<file path="src/rtl/frame_xfer_sched_pkg.sv">
// Shared definitions for the pixel transfer scheduler: state encoding,
// default address widths and requester indices.
package xfer_defs;

  typedef enum logic [1:0] {
    IDLE = 2'd0,
    SCAN = 2'd1,
    DONE = 2'd2
  } xfer_state_e;

  localparam int ROW_W_DEF = 8;
  localparam int COL_W_DEF = 9;

  localparam int REQ_MASK = 0;
  localparam int REQ_HOST = 1;

endpackage

</file>
<file path="src/rtl/frame_xfer_sched_rr_arb2.sv">
// Two-way round-robin picker: the requester that was not served last wins
// if it is asking, otherwise whichever one is asking.
module rr_arb2
  import xfer_defs::*;
(
  input  logic [1:0] req,
  input  logic       last,
  output logic       win,
  output logic       any
);

  localparam logic HOST = 1'(REQ_HOST);
  localparam logic MASK = 1'(REQ_MASK);

  logic other;

  always_comb begin
    any   = |req;
    other = (last == HOST) ? MASK : HOST;
    if (req[other]) win = other;
    else            win = last;
  end

endmodule

</file>
<file path="src/rtl/frame_xfer_sched.sv">
// Whole-frame scheduler: grants one requester, raster-scans row/col with a
// strobe under sink back-pressure, then pulses done (optionally aborted).
//
// state | meaning
// IDLE  | waiting for a request; grant and latch frame size on the same edge
// SCAN  | strobe asserted, address advances on each accepted beat
// DONE  | one-cycle done pulse, grant still held, round-robin pointer updated
module frame_xfer_sched
  import xfer_defs::*;
#(
  parameter int ROW_W = ROW_W_DEF,
  parameter int COL_W = COL_W_DEF,
  parameter int NREQ  = 2
) (
  input  logic             Clock,
  input  logic             nReset,
  input  logic [NREQ-1:0]  req,
  input  logic [ROW_W-1:0] cfg_rows,
  input  logic [COL_W-1:0] cfg_cols,
  input  logic             abort,
  input  logic             sink_ready,
  output logic [NREQ-1:0]  gnt,
  output logic             busy,
  output logic [ROW_W-1:0] pix_row,
  output logic [COL_W-1:0] pix_col,
  output logic             strobe,
  output logic             line_end,
  output logic             done,
  output logic             aborted
);

  xfer_state_e state_q, state_d;

  logic             last_q, last_d;
  logic             win_q, win_d;
  logic [ROW_W-1:0] rows_q, rows_d;
  logic [COL_W-1:0] cols_q, cols_d;
  logic [ROW_W-1:0] row_q, row_d;
  logic [COL_W-1:0] col_q, col_d;
  logic [NREQ-1:0]  gnt_q, gnt_d;
  logic             strobe_q, strobe_d;
  logic             busy_q, busy_d;
  logic             done_q, done_d;
  logic             aborted_q, aborted_d;

  logic arb_win, arb_any;
  logic col_last, row_last;

  rr_arb2 u_arb (
    .req  (req[1:0]),
    .last (last_q),
    .win  (arb_win),
    .any  (arb_any)
  );

  assign col_last = (col_q == cols_q - COL_W'(1));
  assign row_last = (row_q == rows_q - ROW_W'(1));

  always_ff @(posedge Clock or negedge nReset) begin
    if (!nReset) state_q <= IDLE;
    else         state_q <= state_d;
  end

  always_comb begin
    state_d   = state_q;
    last_d    = last_q;
    win_d     = win_q;
    rows_d    = rows_q;
    cols_d    = cols_q;
    row_d     = row_q;
    col_d     = col_q;
    gnt_d     = gnt_q;
    strobe_d  = strobe_q;
    busy_d    = busy_q;
    done_d    = 1'b0;
    aborted_d = 1'b0;

    unique case (state_q)
      IDLE: begin
        if (arb_any) begin
          win_d  = arb_win;
          rows_d = cfg_rows;
          cols_d = cfg_cols;
          row_d  = '0;
          col_d  = '0;
          gnt_d  = NREQ'(1) << arb_win;
          // an empty frame is granted and closed without a single strobe
          if (cfg_rows == '0 || cfg_cols == '0) begin
            state_d = DONE;
            done_d  = 1'b1;
          end else begin
            state_d  = SCAN;
            strobe_d = 1'b1;
            busy_d   = 1'b1;
          end
        end
      end
      SCAN: begin
        if (abort) begin
          state_d   = DONE;
          strobe_d  = 1'b0;
          busy_d    = 1'b0;
          done_d    = 1'b1;
          aborted_d = 1'b1;
        end else if (sink_ready) begin
          if (col_last && row_last) begin
            state_d  = DONE;
            strobe_d = 1'b0;
            busy_d   = 1'b0;
            done_d   = 1'b1;
          end else if (col_last) begin
            col_d = '0;
            row_d = row_q + ROW_W'(1);
          end else begin
            col_d = col_q + COL_W'(1);
          end
        end
      end
      DONE: begin
        state_d = IDLE;
        gnt_d   = '0;
        last_d  = win_q;
      end
      default: state_d = IDLE;
    endcase
  end

  always_ff @(posedge Clock or negedge nReset) begin
    if (!nReset) begin
      last_q    <= 1'b1;
      win_q     <= 1'b0;
      rows_q    <= '0;
      cols_q    <= '0;
      row_q     <= '0;
      col_q     <= '0;
      gnt_q     <= '0;
      strobe_q  <= 1'b0;
      busy_q    <= 1'b0;
      done_q    <= 1'b0;
      aborted_q <= 1'b0;
    end else begin
      last_q    <= last_d;
      win_q     <= win_d;
      rows_q    <= rows_d;
      cols_q    <= cols_d;
      row_q     <= row_d;
      col_q     <= col_d;
      gnt_q     <= gnt_d;
      strobe_q  <= strobe_d;
      busy_q    <= busy_d;
      done_q    <= done_d;
      aborted_q <= aborted_d;
    end
  end

  assign gnt      = gnt_q;
  assign busy     = busy_q;
  assign pix_row  = row_q;
  assign pix_col  = col_q;
  assign strobe   = strobe_q;
  assign done     = done_q;
  assign aborted  = aborted_q;
  // gated by busy so the flag never shows outside a scan
  assign line_end = busy_q && col_last;

endmodule
</file>
<file path="config.mk">
export PLATFORM = sky130hd
export DESIGN_NAME = frame_xfer_sched
export DESIGN_NICKNAME = d
export VERILOG_FILES = /design/src/rtl/frame_xfer_sched_pkg.sv /design/src/rtl/frame_xfer_sched_rr_arb2.sv /design/src/rtl/frame_xfer_sched.sv
export SDC_FILE = /design/constraint.sdc
export NUM_CORES = 1
export LEC_CHECK = 0
export CORE_MARGIN = 5
export CORE_UTILIZATION = 53
export CTS_CLUSTER_DIAMETER = 100
export DETAILED_ROUTE_END_ITERATION = 6
export PLACE_DENSITY_LB_ADDON = 0.12
export SLEW_MARGIN = 20
export SYNTH_ARGS = -nofsm -noshare
export SYNTH_HDL_FRONTEND = slang
export SYNTH_SLANG_ARGS = --single-unit
</file>
<file path="constraint.sdc">
create_clock -name Clock -period 2.77 [get_ports Clock]
set_input_delay 0.4155 -clock Clock [delete_from_list [all_inputs] [get_ports Clock]]
set_output_delay 0.4155 -clock Clock [all_outputs]
set_load 0.01 [all_outputs]
</file>
==> impl_metrics.ini, run 1 <==
[synthesis]
synth_edf_count = 0
yosysMostFrequentCell = nand2_1
ys_seq_elements = 43
synth_fp_nets = 323
synth_top_cell_by_area = dfrtp_1
ys_warn_count = 0
async_flop_share_pct = 100
syn_inst = 296
yosys-top-cells-count = nand2_1 (60), dfrtp_1 (42), nor2_1 (23)
synth_top_area_share_pct = 40.6
yosysUniqueCellTypes = 57
dominantRegCellSynth = dfrtp_1
ys_seq_area_share_pct = 41.6
synthTopCellsByArea = dfrtp_1 (41%), nand2_1 (8.7%), xnor2_1 (4.1%), xor2_1 (3.7%), nor2_1 (3.3%)
avgSynthCellArea_um2 = 8.75
syn-cell-area_um2 = 2590

[placement]
place_hpwl_mm = 4.64
place_ws_ps = 38.4
gp_congestion = 0.834
io_buffers = 46

[timing]
finalSetupTns_ps = 0
worst_pin_slew_ps = 550
drv_slew = 0
rsz0062_at_grt = yes
hold_violations = 0
slew_headroom_pct = 63.4
skew_ps = 4.53
final.setup.worst_slack_ps = 96.5
fin_crit_sh_pct = 96.5
fin_crit_ps = 2670
fmax_mhz = 374
setup_viol = 0

[power]
ir_drop_mv = 0.621
combPwrFrac_pct = 50.3
p_sw_mw = 1.36
p_int_mw = 1.93
pwr-share-clk_pct = 15.4
seq_power_share_pct = 34.3
power.total_mw = 3.30
cellLeakagePower_nw = 1.45
power_density_nw_per_um2 = 986
switching_share_pct = 41.4

[clock_network]
cts-root-buf = clkbuf_8
clock-sinks = 43
cts_made_buffers = 5
clockBufferDepth = 2
cts_tree = yes
ctsHoldBuffers = 0
insertion_delay_ps = 290
postCtsSetupBuffers = 0
clkTransAtPathRegs_ps = 80
cts-htree-levels = 2

[drt]
vias = 2357
drt-initial-drc-count = 120
drc = 0
via_per_inst = 5.60
routed_wl_mm = 6.30
wire_per_inst_um = 15.0
drt-pass1-iter-count = 4
ant_nets = 0

[flow_run]
drv_cap = 0

[worst_setup_path]
cp.required_ps = 2990
critPathLaunchType = flop
rr_startpoint = cols_q[0]
cp.arrival_ps = 2900
path_max_fanout = 7
critical_path.startpoint = cols_q[0]
cp-end-kind = flop
crit_type = reg2reg

[floorplan]
core_um2 = 4720
die_x_um = 79.9
rows = 25
die-area_um2 = 6380
fp.dieH_um = 79.9
ios = 47
initial_core_util_pct = 54.8

[grt]
grt_usage_pct = 20.5
grt_pass1_wl_mm = 10.2
antenna_found_initial = 0
grt_pass1_vias = 2169
grt_max_degree = 44
overflow = 0

[cells_and_area]
multi_input_comb_area_um2 = 1460
syn2layout_area_growth_pct = 29.1
final_util_pct = 70.8
num-nets-final = 380
fill_cells = 382
drive_above_1_share_pct = 12.7
seq_area_um2 = 1080
antenna_cells = 0

[status]
outcome = finished, final reports clean

[hold_path]
hold_path.class = in2async
-- worst paths after layout --
check	endpoint	slack (ps)	cells after the start
worst min register to register	rows_q[7]	500	2
worst max-delay path	pix_row[7]	100	11
max in group asynchronous	last_q	2280	1
worst min-delay path	cols_q[6]	100	1
min in group Clock	rows_q[7]	500	2
worst max register to register	pix_row[7]	100	11
-- critical path, stage by stage, from the launching register on --
cell and delay, ps:
dfrtp_1 360, inv_1 60, ha_1 200, nor2b_1 160
a2111o_1 410, o211ai_1 140, a31oi_4 60, buf_4 170
o21ai_2 210, nand3_4 140, or4_1 530, a21oi_1 160
-- power groups by stage --
stage | combinational, mW | sequential, mW | clock [mW]
2_1_floorplan | 1.15 | 1.08 | 0
3_3_place_gp | 1.60 | 1.13 | 0
3_5_place_dp | 1.63 | 1.14 | 0
4_1_cts | 1.64 | 1.13 | 0.517
5_1_grt | 1.84 | 1.17 | 0.549
6_report | 1.66 | 1.13 | 0.507
-- cell families after synthesis --
group | share of synthesized area (%)
buf+inv | 3.67
mux | 0.966
flops | 41.6
fa+ha+maj | 1.93
compound gates | 16.0
simple gates | 27.2
xor+xnor | 8.65
-- routing by layer --
| metal | up-vias | global-route usage [%] | share of wire, % | wire length [um] |
|---|---|---|---|---|
| met5 | - | 0 | 0 | 0 |
| met4 | 0 | 5.57 | 1.1 | 67 |
| met3 | 7 | 3.61 | 4.8 | 300 |
| met2 | 58 | 34.6 | 49 | 3100 |
| met1 | 1138 | 27.1 | 45 | 2830 |
| li1 | 1154 | - | - | - |
-- timing repair --
| action | 4_1_cts | 5_1_grt |
|---|---|---|
| gates cloned | 0 | 0 |
| pin swaps | 0 | 2 |
| gates resized for setup | 2 | 7 |
| endpoints found under the hold margin | 0 | 0 |
| setup endpoints to repair | 1 | 9 |
-- cell usage in the layout, fill, tap and decap left out, drive strengths merged, types with 4 or more instances in the layout --
| master | n |
|---|---|
| xor2 | 11 |
| dfrtp | 42 |
| inv | 10 |
| or3 | 5 |
| o21ai | 24 |
| nor3 | 8 |
| nor2 | 23 |
| nand4 | 6 |
| o31ai | 4 |
| nor4 | 4 |
| nand3 | 13 |
| a21oi | 9 |
| clkdlybuf4s50 | 44 |
| nor2b | 4 |
| buf | 16 |
| ha | 4 |
| xnor2 | 12 |
| a31oi | 4 |
| a211oi | 4 |
| nand2 | 61 |
| clkbuf | 7 |
-- through the flow --
step	instance area (um^2)	hold slack (ps)	std cells
after floorplan	2590	120	296
after global placement	3190	487	413
after detailed placement	3190	496	413
after CTS	3310	296	421
after global routing	3340	146	421
final	3340	105	421
-- registers in the layout, indices dropped and copies added, names as in the netlist --
register and cells:
last_q 1, gnt 2, pix_col 9, busy 1, win_q 1, state_q 2
done 1, pix_row 8, aborted 1, cols_q 9, rows_q 8
-- layout make-up --
| cell class | count | area share, % |
|---|---|---|
| multi-input cells | 232 | 43.7 |
| flip-flops and latches | 43 | 32.2 |
| repair buffers | 61 | 16.9 |
| well taps | 67 | 2.51 |
| clock buffers | 6 | 2.47 |
| inverters | 10 | 1.12 |
| clock inverters | 2 | 1.05 |
Note: power is estimated with default switching activity, not from simulation.
==> run 2: changes to the inputs <==
==> constraint.sdc (replaced) <==
create_clock -name Clock -period 2.77 [get_ports Clock]
set_input_delay 0.554 -clock Clock [delete_from_list [all_inputs] [get_ports Clock]]
set_output_delay 0.554 -clock Clock [all_outputs]
set_load 0.01 [all_outputs]
==> run 2 against run 1 <==
Against the previous run:
- fmax is 0.95% higher
- wire length is 3.5% higher
- via count is 0.42% lower
- utilization is 1.0 points higher
- clock skew is 5.9 ps higher
- sequential cell count stayed put
- die area stayed put
- total power is 4.4% higher
==> impl_metrics.ini, run 2 (same netlist as run 1, synthesis figures left out) <==
[worst_setup_path]
slowest_delay_ps = 390
crit_type = reg2out
crit_slowest_cell = dfrtp_1
path_cells = inv_1 -> ha_2 -> buf_4 -> xor2_2 -> nand3_1 -> o31ai_2 -> nand4_2 -> or2_4 -> nor2_1 -> buf_2
cp.arrival_ps = 2090
cp-end-kind = output port
cp.required_ps = 2220
path_buf_inv = 3
path_max_fanout = 3
critPathTopFamily = simple AND/OR/NAND/NOR gates
critPathLaunchType = flop

[timing]
slew_headroom_pct = 62.9
setup_viol = 0
drv_slew = 0
worst_pin_slew_ps = 557
hold_violations = 0
fin_crit_ps = 2650
fin_crit_sh_pct = 95.6
hold_ws_ps = 230
final.setup.worst_slack_ps = 122
finalSetupTns_ps = 0
skew_ps = 10.4
fmax_mhz = 378

[floorplan]
die-area_um2 = 6380
core_um2 = 4720
rows = 25
ios = 47
initial_core_util_pct = 54.8
die_x_um = 79.9
fp.dieH_um = 79.9

[clock_network]
cts-root-buf = clkbuf_8
postCtsSetupBuffers = 0
insertion_delay_ps = 300
clkTransAtPathRegs_ps = 90
clock-sinks = 43
cts-htree-levels = 2
ctsHoldBuffers = 0
cts_made_buffers = 5
clockBufferDepth = 2
cts_tree = yes

[power]
cellLeakagePower_nw = 1.46
p_sw_mw = 1.41
switching_share_pct = 41.0
power_density_nw_per_um2 = 1020
seq_power_share_pct = 33.0
p_int_mw = 2.03
power.total_mw = 3.44
ir_drop_mv = 0.529
pwr-share-clk_pct = 17.1
combPwrFrac_pct = 49.9

[status]
outcome = finished, final reports clean

[cells_and_area]
mostFrequentLayoutCells = nand2_1 (60), clkdlybuf4s50_1 (44), dfrtp_1 (42)
layout_commonest_cell = nand2_1
syn2layout_area_growth_pct = 31.0
num-nets-final = 384
fill_cells = 379
antenna_cells = 0
multi_input_comb_area_um2 = 1460
drive_above_1_share_pct = 14.2
seq_area_um2 = 1080

[flow_run]
drv_cap = 0

[drt]
routed_wl_mm = 6.52
drt-pass1-iter-count = 4
vias = 2347
via_per_inst = 5.52
drt-initial-drc-count = 118
drc = 0
wire_per_inst_um = 15.3
ant_nets = 0

[grt]
antenna_found_initial = 0
grt_usage_pct = 22.2
grt_pass1_vias = 2277
overflow = 0
grt_max_degree = 44
grt_pass1_wl_mm = 10.9

[hold_path]
hold_path.class = in2async

[placement]
gp_congestion = 0.894
place_hpwl_mm = 4.68
place_ws_ps = -21.3
io_buffers = 46
[run 2: changes by cell type in the layout (fill, tap and decap cells not counted), sizes merged]
cell	previous run	this run
clkinvlp	0	1
buf	16	21
clkinv	1	0
bufinv	1	2
clkbuf	7	5
[run 2: power by group through the flow]
| stage | logic (mW) | clock network, mW | registers, mW |
|---|---|---|---|
| floorplan | 1.15 | 0 | 1.08 |
| global placement | 1.62 | 0 | 1.13 |
| detailed placement | 1.66 | 0 | 1.14 |
| CTS | 1.69 | 0.600 | 1.13 |
| global route | 1.91 | 0.637 | 1.18 |
| finish | 1.72 | 0.588 | 1.14 |
[run 2: final timing paths]
kind | endpoint | slack, ps | startpoint | depth (start not counted)
max in group asynchronous | last_q | 2140 | nReset | 1
min in group Clock | rows_q[7] | 510 | rows_q[7] | 2
min reg2reg | rows_q[7] | 510 | rows_q[7] | 2
max reg2reg | pix_row[4] | 190 | rows_q[1] | 11
max | line_end | 120 | cols_q[1] | 10
min | cols_q[5] | 230 | nReset | 1
[run 2: through the flow]
step	cell area [um^2]	std cells	utilization, %
final	3390	425	71.8
after global routing	3390	425	71.8
after CTS	3360	425	71.1
after detailed placement	3220	417	68.1
after global placement	3220	417	68.1
after floorplan	2590	296	-
[run 2: metal layers]
layer / up-vias / GRT usage (%) / part of all wire [%]
met5: - / 0 / 0
met4: 0 / 7.77 / 1.7
met3: 13 / 5.42 / 4.3
met2: 46 / 35.8 / 49
met1: 1127 / 29.0 / 45
li1: 1161 / - / -
[run 2: cell type report]
class                           count  share of cell area, %
Sequential cell                    43                   31.8
Clock inverter                      3                   1.99
Timing Repair Buffer               65                   17.6
Inverter                           10                   1.11
Multi-Input combinational cell    232                   43.1
Clock buffer                        5                   2.03
Tap cell                           67                   2.47
[run 2: timing repair]
item | in CTS | in global routing
pin swaps | 1 | 3
resized for setup | 6 | 6
endpoints found under the setup margin | 3 | 4
cloned | 0 | 0
==> variant, RTL diff (config.mk and constraints of run 2) <==
The parameter `NREQ` goes from 2 to 4.
--- a/src/rtl/frame_xfer_sched.sv
+++ b/src/rtl/frame_xfer_sched.sv
@@ -10,7 +10,7 @@
 #(
   parameter int ROW_W = ROW_W_DEF,
   parameter int COL_W = COL_W_DEF,
-  parameter int NREQ  = 2
+  parameter int NREQ  = 4
 ) (
   input  logic             Clock,
   input  logic             nReset,
Ports: changed (resized gnt and req); port bits go from 47 to 51. The function was not compared with the original's and may differ.
==> variant against run 2 <==
Count of clock-buffer cells in the layout is 2 higher. Utilization is 1.0 points lower. Sequential cell count stayed put. Wire length is 4.3% lower. Area after synthesis is 0.72% higher. Cell area is 0.74% lower. Total power is 5.6% lower. Die area is 0.63% higher. Setup slack worse by 0.0034 ns. Clock power is 34% lower. Critical path type unchanged. Largest cell class unchanged.
==> variant: results (changes against run 2) <==
Status - complete, no violations
Synth cell types - 58 (+1.8%)
Top Family by Delay on Critical Path - flip-flops
Multiplexer share of the synthesized area - 0.00960 (-0.0000696)
Post-DP Area - 0.00323 mm² (+0.47%)
Routed met3 length - 308 µm (+10%)
Grt met3 use - 0.0359 (-0.0183)
Slew headroom - 0.635 (+0.00686)
R2R depth - 12 (+1)
Synth Area in Adders - 0.0192 (-0.000139)
Total GRT Usage - 0.209 (-0.0132)
DR iter-0 viols - 130 (+10%)
Vias in the first global route - 2330 (+2.3%)
Pre-CTS setup slack - -0.0551 ns (-0.0338 ns)
Layout cells sized above 1 - 0.144 (+0.00159)
Complex-gate fraction of the synthesized area - 0.159 (-0.00115)
Met2 Use GR - 0.366 (+0.00745)
Post-synthesis sequential area ratio - 0.413 (-0.00300)
GR Util met1 - 0.258 (-0.0319)
Top post-synthesis cells by count - nand2_1, dfrtp_1, nor2_1, nand3_1
CTS resizes - 4 (-2)
Final WL - 6240 µm (-4.3%)
Min cycle time layout - 2.65 ns (+0.00342 ns)
Met1 wire length - 2690 µm (-8.7%)
Routed wl met2 - 3130 µm (-1.4%)
DP Wirelength - 4610 µm (-1.6%)
IR drop worst, VDD - 0.649 mV (+23%)
Worst reg2reg endpoint - pix_col[5]
# nets final - 389 (+1.3%)
Ys flop type - dfrtp_1
First-pass GRT wire length - 10500 µm (-3.8%)
Worst Clk Skew - 0.00748 ns (-0.00291 ns)
Critical R2R Launch - cols_q[1]
Static Leak - 1.46 nW (-0.15%)
Synth Area in XOR/XNOR - 0.0859 (-0.000623)
variant: logic make-up after synthesis:
group,count (synthesis)
compound gates,61
other cells,1
fa+ha+maj,4
buf+inv,23
mux,2
flops,43
xor+xnor,24
simple gates,141
variant: where the power goes:
| group | internal (mW) | switching (mW) | total [mW] |
|---|---|---|---|
| Sequential | 0.841 | 0.288 | 1.13 |
| Combinational | 0.853 | 0.878 | 1.73 |
| Clock | 0.177 | 0.213 | 0.390 |
variant: per-stage QoR:
step                      hold WS [ns]  instances
after detailed placement         0.502        420
final                            0.228        428
after global routing             0.282        428
after global placement           0.482        420
after floorplan                  0.258        300
after CTS                        0.436        428
variant: cell type report:
type / instances / area (µm²) / share of cell area
multi-input cells: 234 / 1480 / 0.441
flip-flops and latches: 43 / 1080 / 0.320
repair buffers: 66 / 603 / 0.179
well taps: 67 / 83.8 / 0.0249
clock buffers: 7 / 76.3 / 0.0227
inverters: 10 / 37.5 / 0.0111
clock inverters: 1 / 5.00 / 0.00149
